## src/rtl/or_4_bit_arbiter_pkg.sv

```systemverilog
// Shared types and constants for the or_4_bit round-robin arbiter.
// Holds the FSM state encoding, the operand width and the settle-counter width.
package or_arb_pkg;

    localparam int OPW  = 4;
    localparam int CNTW = 4;

    typedef enum logic [1:0] {
        IDLE  = 2'd0,
        DRIVE = 2'd1,
        DONE  = 2'd2
    } state_t;

    // Expected gate output for a captured {d,c,b,a} operand.
    function automatic logic or_reduce(input logic [OPW-1:0] v);
        return |v;
    endfunction

endpackage

```

## src/rtl/or_4_bit_arbiter_if.sv

```systemverilog
// Client-side request/result bundle of the or_4_bit arbiter.
// master = requester side, slave = arbiter side.
interface or_4_bit_arbiter_if
    import or_arb_pkg::*;
#(
    parameter int NREQ = 4,
    parameter int IDW  = $clog2(NREQ)
);
    logic [NREQ-1:0]     req;
    logic [OPW*NREQ-1:0] op;
    logic [NREQ-1:0]     ack;
    logic                res_valid;
    logic [IDW-1:0]      res_id;
    logic                res;

    modport master (
        output req, op,
        input  ack, res_valid, res_id, res
    );

    modport slave (
        input  req, op,
        output ack, res_valid, res_id, res
    );
endinterface

```

## src/rtl/or_4_bit_arbiter_rr_pick.sv

```systemverilog
// Combinational round-robin picker: first set req bit searching upward from
// last+1 with wrap-around.
module or_arb_rr_pick #(
    parameter int NREQ = 4,
    parameter int IDW  = $clog2(NREQ)
) (
    input  logic [NREQ-1:0] req,
    input  logic [IDW-1:0]  last,
    output logic [IDW-1:0]  grant,
    output logic            found
);
    // Unrolled per pointer value so every req index is a constant, which keeps
    // non-power-of-two NREQ from ever indexing past the vector.
    always_comb begin
        grant = '0;
        found = 1'b0;
        for (int l = 0; l < NREQ; l++) begin
            if (last == IDW'(l)) begin
                for (int i = 1; i <= NREQ; i++) begin
                    if (!found && req[(l + i) % NREQ]) begin
                        grant = IDW'((l + i) % NREQ);
                        found = 1'b1;
                    end
                end
            end
        end
    end
endmodule

```

## src/rtl/or_4_bit_arbiter.sv

```systemverilog
// Round-robin arbiter/sequencer sharing one or_4_bit gate among NREQ requesters.
// Define OR_ARB_SELFCHECK_EN to build the sticky result self-check on err.
module or_4_bit_arbiter
    import or_arb_pkg::*;
#(
    parameter int NREQ   = 4,
    parameter int SETTLE = 1,
    parameter int IDW    = $clog2(NREQ)
) (
    input  logic              clk,
    input  logic              rst_n,
    or_4_bit_arbiter_if.slave bus,
    output logic              or_a,
    output logic              or_b,
    output logic              or_c,
    output logic              or_d,
    input  logic              or_s,
    output logic              busy,
    output logic              err
);
    state_t          state, state_d;
    logic [IDW-1:0]  last, last_d;
    logic [IDW-1:0]  gid, gid_d;
    logic [IDW-1:0]  res_id_q, res_id_d;
    logic [IDW-1:0]  pick;
    logic            found;
    logic [CNTW-1:0] cnt, cnt_d;
    logic [OPW-1:0]  drv, drv_d;
    logic [NREQ-1:0] ack_q, ack_d;
    logic            res_valid_q, res_valid_d;
    logic            res_q, res_d;
    logic            settle_done;

    or_arb_rr_pick #(.NREQ(NREQ), .IDW(IDW)) u_pick (
        .req   (bus.req),
        .last  (last),
        .grant (pick),
        .found (found)
    );

    assign settle_done = (state == DRIVE) && (cnt == '0);

    // NOTE: every next-value signal is given its hold value first, so no path
    // through the case statement can leave one unassigned and infer a latch.
    always_comb begin
        state_d     = state;
        last_d      = last;
        gid_d       = gid;
        cnt_d       = cnt;
        drv_d       = drv;
        ack_d       = '0;
        res_valid_d = 1'b0;
        res_id_d    = res_id_q;
        res_d       = res_q;
        case (state)
            IDLE: begin
                if (found) begin
                    for (int k = 0; k < NREQ; k++) begin
                        if (pick == IDW'(k)) drv_d = bus.op[OPW*k +: OPW];
                    end
                    gid_d   = pick;
                    cnt_d   = CNTW'(SETTLE - 1);
                    state_d = DRIVE;
                end
            end
            DRIVE: begin
                if (!settle_done) begin
                    cnt_d = cnt - CNTW'(1);
                end else begin
                    // Pointer advances past the winner, so its stale req is skipped.
                    res_d    = or_s;
                    res_id_d = gid;
                    for (int k = 0; k < NREQ; k++) begin
                        ack_d[k] = (gid == IDW'(k));
                    end
                    res_valid_d = 1'b1;
                    last_d      = gid;
                    state_d     = DONE;
                end
            end
            DONE:    state_d = IDLE;
            default: state_d = IDLE;
        endcase
    end

    // NOTE: sequential state uses non-blocking assignments so every flop
    // captures the pre-edge values produced by the combinational block.
    always_ff @(posedge clk or negedge rst_n) begin
        if (!rst_n) begin
            state       <= IDLE;
            last        <= IDW'(NREQ - 1);
            gid         <= '0;
            cnt         <= '0;
            drv         <= '0;
            ack_q       <= '0;
            res_valid_q <= 1'b0;
            res_id_q    <= '0;
            res_q       <= 1'b0;
        end else begin
            state       <= state_d;
            last        <= last_d;
            gid         <= gid_d;
            cnt         <= cnt_d;
            drv         <= drv_d;
            ack_q       <= ack_d;
            res_valid_q <= res_valid_d;
            res_id_q    <= res_id_d;
            res_q       <= res_d;
        end
    end

    assign {or_d, or_c, or_b, or_a} = drv;
    assign bus.ack       = ack_q;
    assign bus.res_valid = res_valid_q;
    assign bus.res_id    = res_id_q;
    assign bus.res       = res_q;
    assign busy          = (state == DRIVE) || (state == DONE);

`ifdef OR_ARB_SELFCHECK_EN
    logic err_q;

    // Gate output is judged at the same instant it is captured into res.
    always_ff @(posedge clk or negedge rst_n) begin
        if (!rst_n) begin
            err_q <= 1'b0;
        end else if (settle_done && (or_s != or_reduce(drv))) begin
            err_q <= 1'b1;
        end
    end

    assign err = err_q;
`else
    assign err = 1'b0;
`endif

endmodule

```

## src/flat_wrapper.sv

```systemverilog
// flat-port wrapper written by rule: the top's interface ports become plain ports
module or_4_bit_arbiter_flat import or_arb_pkg::*;
#(
    parameter int NREQ   = 4,
    parameter int SETTLE = 1,
    parameter int IDW    = $clog2(NREQ)
)
  (clk, rst_n, or_a, or_b, or_c, or_d, or_s, busy, err, bus_req, bus_op, bus_ack, bus_res_valid, bus_res_id, bus_res);
  or_4_bit_arbiter_if #(.NREQ(NREQ), .IDW(IDW)) bus_i ();
  input  logic clk;
  input  logic rst_n;
  output logic or_a;
  output logic or_b;
  output logic or_c;
  output logic or_d;
  input  logic or_s;
  output logic busy;
  output logic err;
  input wire logic [$bits(bus_i.req)-1:0] bus_req;
  input wire logic [$bits(bus_i.op)-1:0] bus_op;
  output wire logic [$bits(bus_i.ack)-1:0] bus_ack;
  output wire logic [$bits(bus_i.res_valid)-1:0] bus_res_valid;
  output wire logic [$bits(bus_i.res_id)-1:0] bus_res_id;
  output wire logic [$bits(bus_i.res)-1:0] bus_res;
  assign bus_i.req = bus_req;
  assign bus_i.op = bus_op;
  assign bus_ack = bus_i.ack;
  assign bus_res_valid = bus_i.res_valid;
  assign bus_res_id = bus_i.res_id;
  assign bus_res = bus_i.res;
  or_4_bit_arbiter #(.NREQ(NREQ), .SETTLE(SETTLE), .IDW(IDW)) u_core (.clk(clk), .rst_n(rst_n), .bus(bus_i), .or_a(or_a), .or_b(or_b), .or_c(or_c), .or_d(or_d), .or_s(or_s), .busy(busy), .err(err));
endmodule
```

## config.mk

```make
export PLATFORM = sky130hd
export DESIGN_NAME = or_4_bit_arbiter_flat
export DESIGN_NICKNAME = d
export VERILOG_FILES = /design/src/rtl/or_4_bit_arbiter_pkg.sv /design/src/rtl/or_4_bit_arbiter_if.sv /design/src/rtl/or_4_bit_arbiter_rr_pick.sv /design/src/rtl/or_4_bit_arbiter.sv /design/src/flat_wrapper.sv
export SDC_FILE = /design/constraint.sdc
export NUM_CORES = 1
export LEC_CHECK = 0
export CAP_MARGIN = 15
export CELL_PAD_IN_SITES_DETAIL_PLACEMENT = 1
export CELL_PAD_IN_SITES_GLOBAL_PLACEMENT = 1
export CORE_ASPECT_RATIO = 2
export CORE_UTILIZATION = 33
export CTS_BUF_LIST = sky130_fd_sc_hd__clkbuf_2 sky130_fd_sc_hd__clkbuf_4 sky130_fd_sc_hd__clkbuf_8
export CTS_CLUSTER_SIZE = 10
export DETAILED_ROUTE_END_ITERATION = 7
export GPL_ROUTABILITY_DRIVEN = 0
export HOLD_SLACK_MARGIN = 0.15
export PLACE_DENSITY_LB_ADDON = 0.1
export SLEW_MARGIN = 20
export SYNTH_ARGS = -nofsm -noshare
export SYNTH_HDL_FRONTEND = slang
export SYNTH_HIERARCHICAL = 1
export SYNTH_SLANG_ARGS = --single-unit
export TNS_END_PERCENT = 50
```

## constraint.sdc

```tcl
create_clock -name clk -period 3.9 [get_ports clk]
set_input_delay 0.585 -clock clk [delete_from_list [all_inputs] [get_ports clk]]
set_output_delay 0.585 -clock clk [all_outputs]
set_load 0.05 [all_outputs]
```

== Word-level counts from Yosys, hierarchy flattened ==
Cells that the tools add are included.
W data, S select, Z words.

* Register bits: 22
* Input port bits: 23
* Output and inout port bits: 14
* Word-level logic and storage cells: 134

* $add $sub $neg: 1
* Eq/ne operators: 14
* Multiplexer cells: 66
* Reductions and logical operators: 44

{| class="wikitable"
|+ Operators with widths
! kind !! count
|-
| $mux W2 || 21
|-
| $mux W1 || 35
|-
| $mux W4 || 8
|-
| $logic_and A1 B1 Y1 || 16
|-
| $logic_not A1 Y1 || 15
|-
| $eq A2 B2 Y1 const B || 7
|-
| $eq A2 B1 Y1 const B || 4
|-
| $logic_not A2 Y1 || 4
|-
| $pmux W4 S2 || 1
|-
| $reduce_and A2 Y1 || 3
|-
| $reduce_and A3 Y1 || 2
|-
| $logic_not A4 Y1 || 1
|-
| $ne A2 B1 Y1 const B || 2
|-
| $pmux W2 S2 || 1
|-
| $reduce_bool A4 Y1 || 1
|-
| $sub A4 B1 Y4 const B || 1
|-
| $ne A2 B2 Y1 const B || 1
|-
| $reduce_bool A2 Y1 || 1
|-
| $logic_or A1 B1 Y1 || 1
|}

== Logic depth before layout (Yosys ltp) ==
Gate-level depths: netlist of the first run.

* Depth after elaboration: 67
* Mapped depth: 6
* Mapped depth without buffers: 6

== Modules after synthesis ==
Netlist of the first run, hierarchy kept.

{| class="wikitable"
|+ By module, submodules not included
! module !! times used !! cells an instance !! area an instance (um^2)
|-
| or_4_bit_arbiter || 1 || 85 || 1118.6
|-
| or_arb_rr_pick || 1 || 14 || 86.3
|}

== Worst setup path before layout of the first run ==
OpenSTA, ideal clock, no wires.

* Path type: register to register
* Start point: register u_core.last[1]
* End point: register u_core.drv[0]
* Setup time: 0.125 ns
* Data arrival time: 1.900 ns
* Setup slack: 1.876 ns
* Cell stages (with the launch flop): 6
* Path buffers: 0
* Clock period less this slack: 2.024 ns
* Path through: dfstp_2 -> mux2_4 -> a22oi_2 -> o21ai_1 -> mux4_1 -> mux2_2

* Word-level cells in the longest chain between the ends: 54

{| class="wikitable"
|+ RTL lines
! item !! line !! text
|-
| start, declared || or_4_bit_arbiter.sv:22 || <nowiki>logic [IDW-1:0] last, last_d;</nowiki>
|-
| start signal, assigned || or_4_bit_arbiter.sv:91 || <nowiki>last <= IDW'(NREQ - 1);</nowiki>
|-
| start signal, assigned || or_4_bit_arbiter.sv:101 || <nowiki>last <= last_d;</nowiki>
|-
| $logic_not A2 Y1 || or_4_bit_arbiter_rr_pick.sv:18 || <nowiki>if (last == IDW'(l)) begin</nowiki>
|-
| $mux W1 || or_4_bit_arbiter_rr_pick.sv:18 ||
|-
| $logic_not A1 Y1 || or_4_bit_arbiter_rr_pick.sv:20 || <nowiki>if (!found && req[(l + i) % NREQ]) begin</nowiki>
|-
| $logic_and A1 B1 Y1 || or_4_bit_arbiter_rr_pick.sv:20 ||
|-
| $mux W1 || or_4_bit_arbiter_rr_pick.sv:20 ||
|-
| $mux W1 || or_4_bit_arbiter_rr_pick.sv:18 ||
|-
| $logic_not A1 Y1 || or_4_bit_arbiter_rr_pick.sv:20 ||
|-
| $logic_and A1 B1 Y1 || or_4_bit_arbiter_rr_pick.sv:20 ||
|-
| (+37 left out) || -- ||
|-
| $mux W1 || or_4_bit_arbiter_rr_pick.sv:18 ||
|-
| $logic_not A1 Y1 || or_4_bit_arbiter_rr_pick.sv:20 ||
|-
| $logic_and A1 B1 Y1 || or_4_bit_arbiter_rr_pick.sv:20 ||
|-
| $mux W2 || or_4_bit_arbiter_rr_pick.sv:20 ||
|-
| $mux W2 (*) || or_4_bit_arbiter_rr_pick.sv:18 ||
|-
| net u_core.pick[0] || or_4_bit_arbiter.sv:25 || <nowiki>logic [IDW-1:0] pick;</nowiki>
|-
| $eq A2 B1 Y1 || or_4_bit_arbiter.sv:59 || <nowiki>if (pick == IDW'(k)) drv_d = bus.op[OPW*k +: OPW];</nowiki>
|-
| $mux W4 (3 in series) || or_4_bit_arbiter.sv:59 ||
|-
| end signal, assigned || or_4_bit_arbiter.sv:104 || <nowiki>drv <= drv_d;</nowiki>
|-
| end, declared || or_4_bit_arbiter.sv:28 || <nowiki>logic [OPW-1:0] drv, drv_d;</nowiki>
|}

Mark *: on every way through the listed nets, which the timed path passes. The rest lies on a longest branch. The select of a mux whose other input is x is not followed.
A chain may end at the register's enable or synchronous reset.

== Final worst setup path of the first run ==
* Start point: input port bus_req[3]
* End point: register u_core.drv[3]

* Word-level cells in the longest chain between the ends: 59

{| class="wikitable"
|+ RTL lines
! item !! line !! text
|-
| start, declared || flat_wrapper.sv:19 || <nowiki>input wire logic [$bits(bus_i.req)-1:0] bus_req;</nowiki>
|-
| $logic_and A1 B1 Y1 || or_4_bit_arbiter_rr_pick.sv:20 ||
|-
| $mux W1 || or_4_bit_arbiter_rr_pick.sv:20 ||
|-
| $mux W1 || or_4_bit_arbiter_rr_pick.sv:18 ||
|-
| $logic_not A1 Y1 || or_4_bit_arbiter_rr_pick.sv:20 ||
|-
| $logic_and A1 B1 Y1 || or_4_bit_arbiter_rr_pick.sv:20 ||
|-
| $mux W1 || or_4_bit_arbiter_rr_pick.sv:20 ||
|-
| $mux W1 || or_4_bit_arbiter_rr_pick.sv:18 ||
|-
| $logic_not A1 Y1 || or_4_bit_arbiter_rr_pick.sv:20 ||
|-
| (+42 left out) || -- ||
|-
| $mux W1 || or_4_bit_arbiter_rr_pick.sv:18 ||
|-
| $logic_not A1 Y1 || or_4_bit_arbiter_rr_pick.sv:20 ||
|-
| $logic_and A1 B1 Y1 || or_4_bit_arbiter_rr_pick.sv:20 ||
|-
| $mux W2 || or_4_bit_arbiter_rr_pick.sv:20 ||
|-
| $mux W2 (*) || or_4_bit_arbiter_rr_pick.sv:18 ||
|-
| net u_core.pick[0] || or_4_bit_arbiter.sv:25 ||
|-
| $eq A2 B1 Y1 || or_4_bit_arbiter.sv:59 ||
|-
| $mux W4 (3 in series) || or_4_bit_arbiter.sv:59 ||
|}

Marked as above.

==> reports/metrics.yaml, run 1 <==
p_per_area_mw_per_mm2: 784.8
drtIter0Drc: 4
synth-edff-count: 0
synthAdderAreaFrac_pct: 5.192
yosysTopAreaCell: "dfrtp_1"
antenna_found_initial: 0
fin_crit_sh_pct: 64.02
yosysMostFrequentCell: "dfrtp_1"
first_pass_iters: 4
ys_types: 41
critPathRequiredTime_ps: 4050
syn_area_mm2: 0.001205
synth-simple-area-share_pct: 11.73
antenna_cells: 0
crit_path_top_delay_cell: "mux4_1"
clock.fmax_ghz: 0.4005
cp-end-kind: "register"
ant_nets: 0
yosysSeqAreaShare_pct: 45.90
cts_buffer_depth: 2
hold_class: "primary input to asynchronous set/reset pin"
wl_per_cell_um: 14.45
cap_violations: 0
cts_tree: "yes"
rsz0062_at_grt: "no"
ys_async_sr_fraction_pct: 100.0
cts_made_buffers: 3
dieWidth_um: 44.73
arrival_ps: 2650
clock_skew_ps: 4.308
cts_sinks: 22
crit_family: "multiplexers"
ys.flop_type: "dfrtp_1"
finalHoldViolCount: 0
synth_top_family_by_area: "multiplexers"
post_cts_resized: 0
grt_usage_pct: 15.70
syn_area_per_cell_um2: 12.17
drc_errors: 0
drive_above_1_share_pct: 15.44
clock-root-buffer: "clkbuf_8"
synth_compound_area_share_pct: 12.25
final_nets: 165
syn2layout_area_growth_pct: 38.53
path_cells: "clkdlybuf4s50_1 > nor2_1 > a2bb2oi_1 > o21ai_1 > mux4_1 > mux2_2"
power.leakage_nw: 0.7303
yosysWarnings: 6
cts.hold.buffers_added: 0
synth-xor-area-share_pct: 0
dieArea_mm2: 0.003911
max_slew.worst_pin.slew_ps: 511.5
finalSetupTns_ps: 0
io_buffers: 35
cp_num_buf_inv: 1
outcome: "completed"
cp_max_fo: 5
slew_violations: 0
die_h_um: 87.46
startpoint_type: "primary input"
post-dp-hpwl_mm: 2.119
slew-limit-headroom_pct: 65.67
ios: 37
min_period_ps: 2497
yosys-top-cells-area: "dfrtp_1 42%, mux4_1 8.7%, ha_1 5.2%, dfstp_2 4.4%, mux2_1 3.7%"
ir_drop_mv: 0.3268
start_util_pct: 34.89
coreArea_mm2: 0.003453
fin_util_pct: 48.33
drt_wl_total_mm: 2.658
routed_via_density: 4.891
cpPeakStageDelay_ps: 620
grt_first_pass_wirelength_mm: 4.505
worstSkewPairLatency_ps: 260
via_count: 900
path_clk_slew_ps: 80
grt_max_degree: 23
cts_htree_levels: 1
cts_setup_buffers: 0
ys_ff_latch: 22
rows: 30
muxShareOfSynthArea_pct: 20.77
setup_viol: 0
criticalPathCategory: "primary input to register"
fin_hold_ws_ps: 281.3
first_global_vias: 1003
syn_nets: 127
synth_cells: 99
synthDominantCellAreaShare_pct: 41.54
grt_overflow_total: 0
synth.top_cells.by_count: "20 x dfrtp_1, 7 x inv_1, 5 x ha_1, 5 x nand2_1"
kinds of logic after synthesis:
kind of cell             after synthesis
buffers and inverters                 11
flip-flops                            22
other                                  1
AND/OR/NAND/NOR                       24
multiplexers                          16
AO/OA/AOI/OAI                         20
adder cells (fa/ha/maj)                5
flip-flops by register name, indices dropped and copies added (netlist names):
signal                flops
u_core/last               2
u_core/bus.ack            4
u_core/bus.res            1
u_core/cnt                4
u_core/state              2
u_core/bus.res_id         2
u_core/drv                4
u_core/gid                2
u_core/bus.res_valid      1
path summary, 6_finish.rpt:
check	from	end	slack, ps	cells past startpoint
worst max register to register	u_core/last[1]$_DFFE_PN1P_	u_core/drv[3]$_DFFE_PN0P_	1730	5
worst min-delay path	rst_n	u_core/cnt[3]$_DFFE_PN0P_	280	1
min in group clk	u_core/bus.res_id[0]$_DFFE_PN0P_	u_core/bus.res_id[0]$_DFFE_PN0P_	480	1
max in group asynchronous	rst_n	u_core/last[1]$_DFFE_PN1P_	3260	1
worst max-delay path	bus_req[3]	u_core/drv[3]$_DFFE_PN0P_	1400	6
worst min register to register	u_core/bus.res_id[0]$_DFFE_PN0P_	u_core/bus.res_id[0]$_DFFE_PN0P_	480	1
worst reg2reg max path: stages (launching register included):
cell and delay (ps):
dfstp_2 600, mux2_4 320, a22oi_2 170, o21ai_1 210, mux4_1 510, mux2_2 270
metrics by stage:
stage                     instance area, µm²  std cells  setup WS (ps)  total power, mW
after floorplan                         1205         99           1876           0.8912
after global placement                  1603        180           1197            1.086
after detailed placement                1603        180           1094            1.113
after CTS                               1674        184           1365            1.331
after global routing                    1669        184           1291            1.390
final                                   1669        184           1403            1.310
report_power, final:
group / leakage [nW] / internal [mW] / switching, mW
Clock: 0.0357 / 0.137 / 0.0721
Combinational: 0.420 / 0.294 / 0.424
Sequential: 0.275 / 0.323 / 0.0604
Total: 0.730 / 0.754 / 0.556
placed cells by master, fill, tap and decap left out, types with 2 or more instances in the layout:
cell type	count
a21o_1	2
a21oi_1	4
and2_1	2
clkbuf_8	3
clkdlybuf4s50_1	34
dfrtp_1	20
dfstp_2	2
ha_1	5
inv_1	7
inv_2	2
mux2_1	4
mux2_2	4
mux2_4	3
mux4_1	4
nand2_1	5
nor2_1	4
nor2b_1	2
nor3b_1	2
o21ai_1	3
final cells by class:
cell class              count  area [µm²]
repair buffers             35       345.3
multi-input cells          66       605.6
clock inverters             1       30.03
well taps                  48       60.06
flip-flops and latches     22       553.0
clock buffers               3       41.29
inverters                   9       33.78
fillers                   385        1784
per-layer routing:
layer  track usage [%]  share of wire (%)  routed length [µm]
met1             16.78                 36                 965
met2             27.81                 57                1508
met3             2.490                4.4                 117
met4             8.815                2.5                  67
met5                 0                  0                   0
No activity file was read; power rests on OpenSTA's default activity.
==> run 2: changes to the inputs <==
Clock period 3.9 ns to 2 ns, I/O delays scaled along.
==> run 2 against run 1 <==
Effect of this change: the flow now finishes with violations (setup timing); worst setup slack got worse by 1400 ps; sequential share of layout area fell by 1.1 points; combinational power rose by 110%; design area rose by 3.4%; clock skew barely moved; register-to-register slack got worse by 1700 ps; highest routed layer unchanged.
==> reports/metrics.yaml, run 2 (synthesis gave the netlist of run 1 again) <==
outcome: "finished with violations"
violations: "setup timing"
p_int_mw: 1.525  # +100%
dieWidth_um: 44.73  # unchanged
drive_above_1_share_pct: 23.78  # +8.3 points
antenna_cells: 0  # unchanged
criticalPathCategory: "register to register"
cts.hold.buffers_added: 0  # unchanged
clock-root-buffer: "clkbuf_8"
ir_drop_mv: 0.6992  # +110%
hold_class: "primary input to asynchronous set/reset pin"
clock_skew_ps: 4.444  # +0.1366 ps
max_slew.worst_pin.slew_ps: 507.9  # -3.549 ps
ant_nets: 0  # unchanged
multi_input_area_um2: 605.6  # unchanged
placedInstanceArea_mm2: 0.001649  # +2.9%
cts_htree_levels: 1  # unchanged
ios: 37  # unchanged
fin_crit_sh_pct: 100.8
rows: 30  # unchanged
critPathRequiredTime_ps: 2150  # -1900 ps
drc_errors: 0  # unchanged
design_area_mm2: 0.001725  # +3.4%
io_buffers: 35  # unchanged
first_global_vias: 1022  # +1.9%
cts_sinks: 22  # unchanged
comb_power_share_pct: 56.5  # +1.7 points
min_period_ps: 2015
cts_buffer_depth: 2  # unchanged
slew_violations: 0  # unchanged
path_cells: "mux2_4 > a22oi_2 > o21ai_4 > mux4_2 > mux2_2"
clock.fmax_ghz: 0.4963
final_nets: 172  # +4.2%
finalSetupTns_ps: -15.05  # -15.05 ps
via_count: 935  # +3.9%
worstSkewPairLatency_ps: 260  # about the same
cap_violations: 0  # unchanged
die_h_um: 87.46  # unchanged
grt_max_degree: 23  # unchanged
cts_tree: "yes"
start_util_pct: 34.89  # unchanged
cp_num_buf_inv: 0  # -1
routed_via_density: 4.895  # about the same
p_sw_share_pct: 42.23  # -0.24 points
cpPeakStageDelay_ps: 560  # -60 ps
p_seq_share_pct: 27.9  # -1.3 points
drt_wl_total_mm: 2.729  # +2.7%
wl_per_cell_um: 14.29  # -1.1%
p_switching_mw: 1.115  # +100%
antenna_found_initial: 0  # unchanged
power.leakage_nw: 0.7552  # +3.4%
coreArea_mm2: 0.003453  # unchanged
arrival_ps: 2160  # -490 ps
post-dp-hpwl_mm: 2.169  # +2.4%
finalHoldViolCount: 0  # unchanged
first_pass_iters: 2  # -2
cp_max_fo: 5  # unchanged
setup_viol: 1  # +1
p_per_area_mw_per_mm2: 1530  # +95%
startpoint_type: "register"
postLayoutSetupSlackWorst_ps: -15.05  # -1418 ps
grt_first_pass_wirelength_mm: 4.843  # +7.5%
final_common_cell: "clkdlybuf4s50_1"
cts_made_buffers: 3  # unchanged
dieArea_mm2: 0.003911  # unchanged
final_cell_mix: "32 x clkdlybuf4s50_1, 20 x dfrtp_1, 7 x buf_4, 7 x inv_1"
fin_hold_ws_ps: 387.1  # +105.8 ps
syn2layout_area_growth_pct: 43.20
slew-limit-headroom_pct: 66.03  # +0.36 points
grt_overflow_total: 0  # unchanged
grt_usage_pct: 16.51  # +0.81 points
cp-end-kind: "register"
area.sequential_um2: 553.0  # unchanged
drtIter0Drc: 6  # +2
fill_cells: 399  # +3.6%
clkPwrFrac_pct: 15.5  # -0.5 points
path_clk_slew_ps: 80  # about the same
rsz0062_at_grt: "yes"
crit_family: "multiplexers"
crit_path_top_delay_cell: "dfstp_2"
## run 2: cell count changes in the layout (fill, tap and decap cells not counted), moves of 2 or more
cell             delta
clkdlybuf4s50_1     -2
mux4_1              -4
buf_4               +7
mux4_2              +4
dlygate4sd2_1       +2
## run 2: power groups by stage
stage	Sequential, mW	Combinational, mW	Clock [mW]
floorplan	1.10	0.646	0
global placement	0.736	1.42	0
detailed placement	0.743	1.46	0
CTS	0.741	1.51	0.416
global route	0.763	1.60	0.442
finish	0.737	1.49	0.410
## run 2: routing by layer
metal	GRT usage (%)	part of all wire [%]
met1	19.63	39
met5	0	0
met3	1.867	3.3
met4	7.989	1.8
met2	28.34	56
## run 2: worst paths after layout
path | startpoint | cells past startpoint | endpoint | slack (ps)
worst max-delay path | u_core/last[1]$_DFFE_PN1P_ | 5 | u_core/drv[3]$_DFFE_PN0P_ | -20
worst min-delay path | rst_n | 2 | u_core/gid[1]$_DFFE_PN0P_ | 390
worst max register to register | u_core/last[1]$_DFFE_PN1P_ | 5 | u_core/drv[3]$_DFFE_PN0P_ | -20
worst min register to register | u_core/gid[0]$_DFFE_PN0P_ | 1 | u_core/bus.ack[2]$_DFF_PN0_ | 480
max in group asynchronous | rst_n | 2 | u_core/last[0]$_DFFE_PN1P_ | 1340
min in group clk | u_core/gid[0]$_DFFE_PN0P_ | 1 | u_core/bus.ack[2]$_DFF_PN0_ | 480
## run 2: area by class of cell
type,count,share of cell area [%]
Clock buffer,3,2.393
Clock inverter,1,1.740
Inverter,9,1.958
Multi-Input combinational cell,66,35.10
Sequential cell,22,32.05
Tap cell,48,3.481
Timing Repair Buffer,42,23.28
## run 2: through the flow
step,std cells,setup slack [ps],total power [mW],utilization (%)
2_1_floorplan,99,22.30,1.743,-
3_3_place_gp,186,-262.6,2.155,47.75
3_5_place_dp,186,-386.7,2.203,47.75
4_1_cts,191,-45.93,2.671,49.96
5_1_grt,191,-79.12,2.802,49.96
6_report,191,-15.05,2.641,49.96
## run 2: repair_timing
item                                    in CTS  in global routing
hold endpoints to repair                     0                  0
endpoints found under the setup margin       4                  4
pin swaps                                    2                  0
buffers inserted                             1                  0
resized for setup                            9                  0
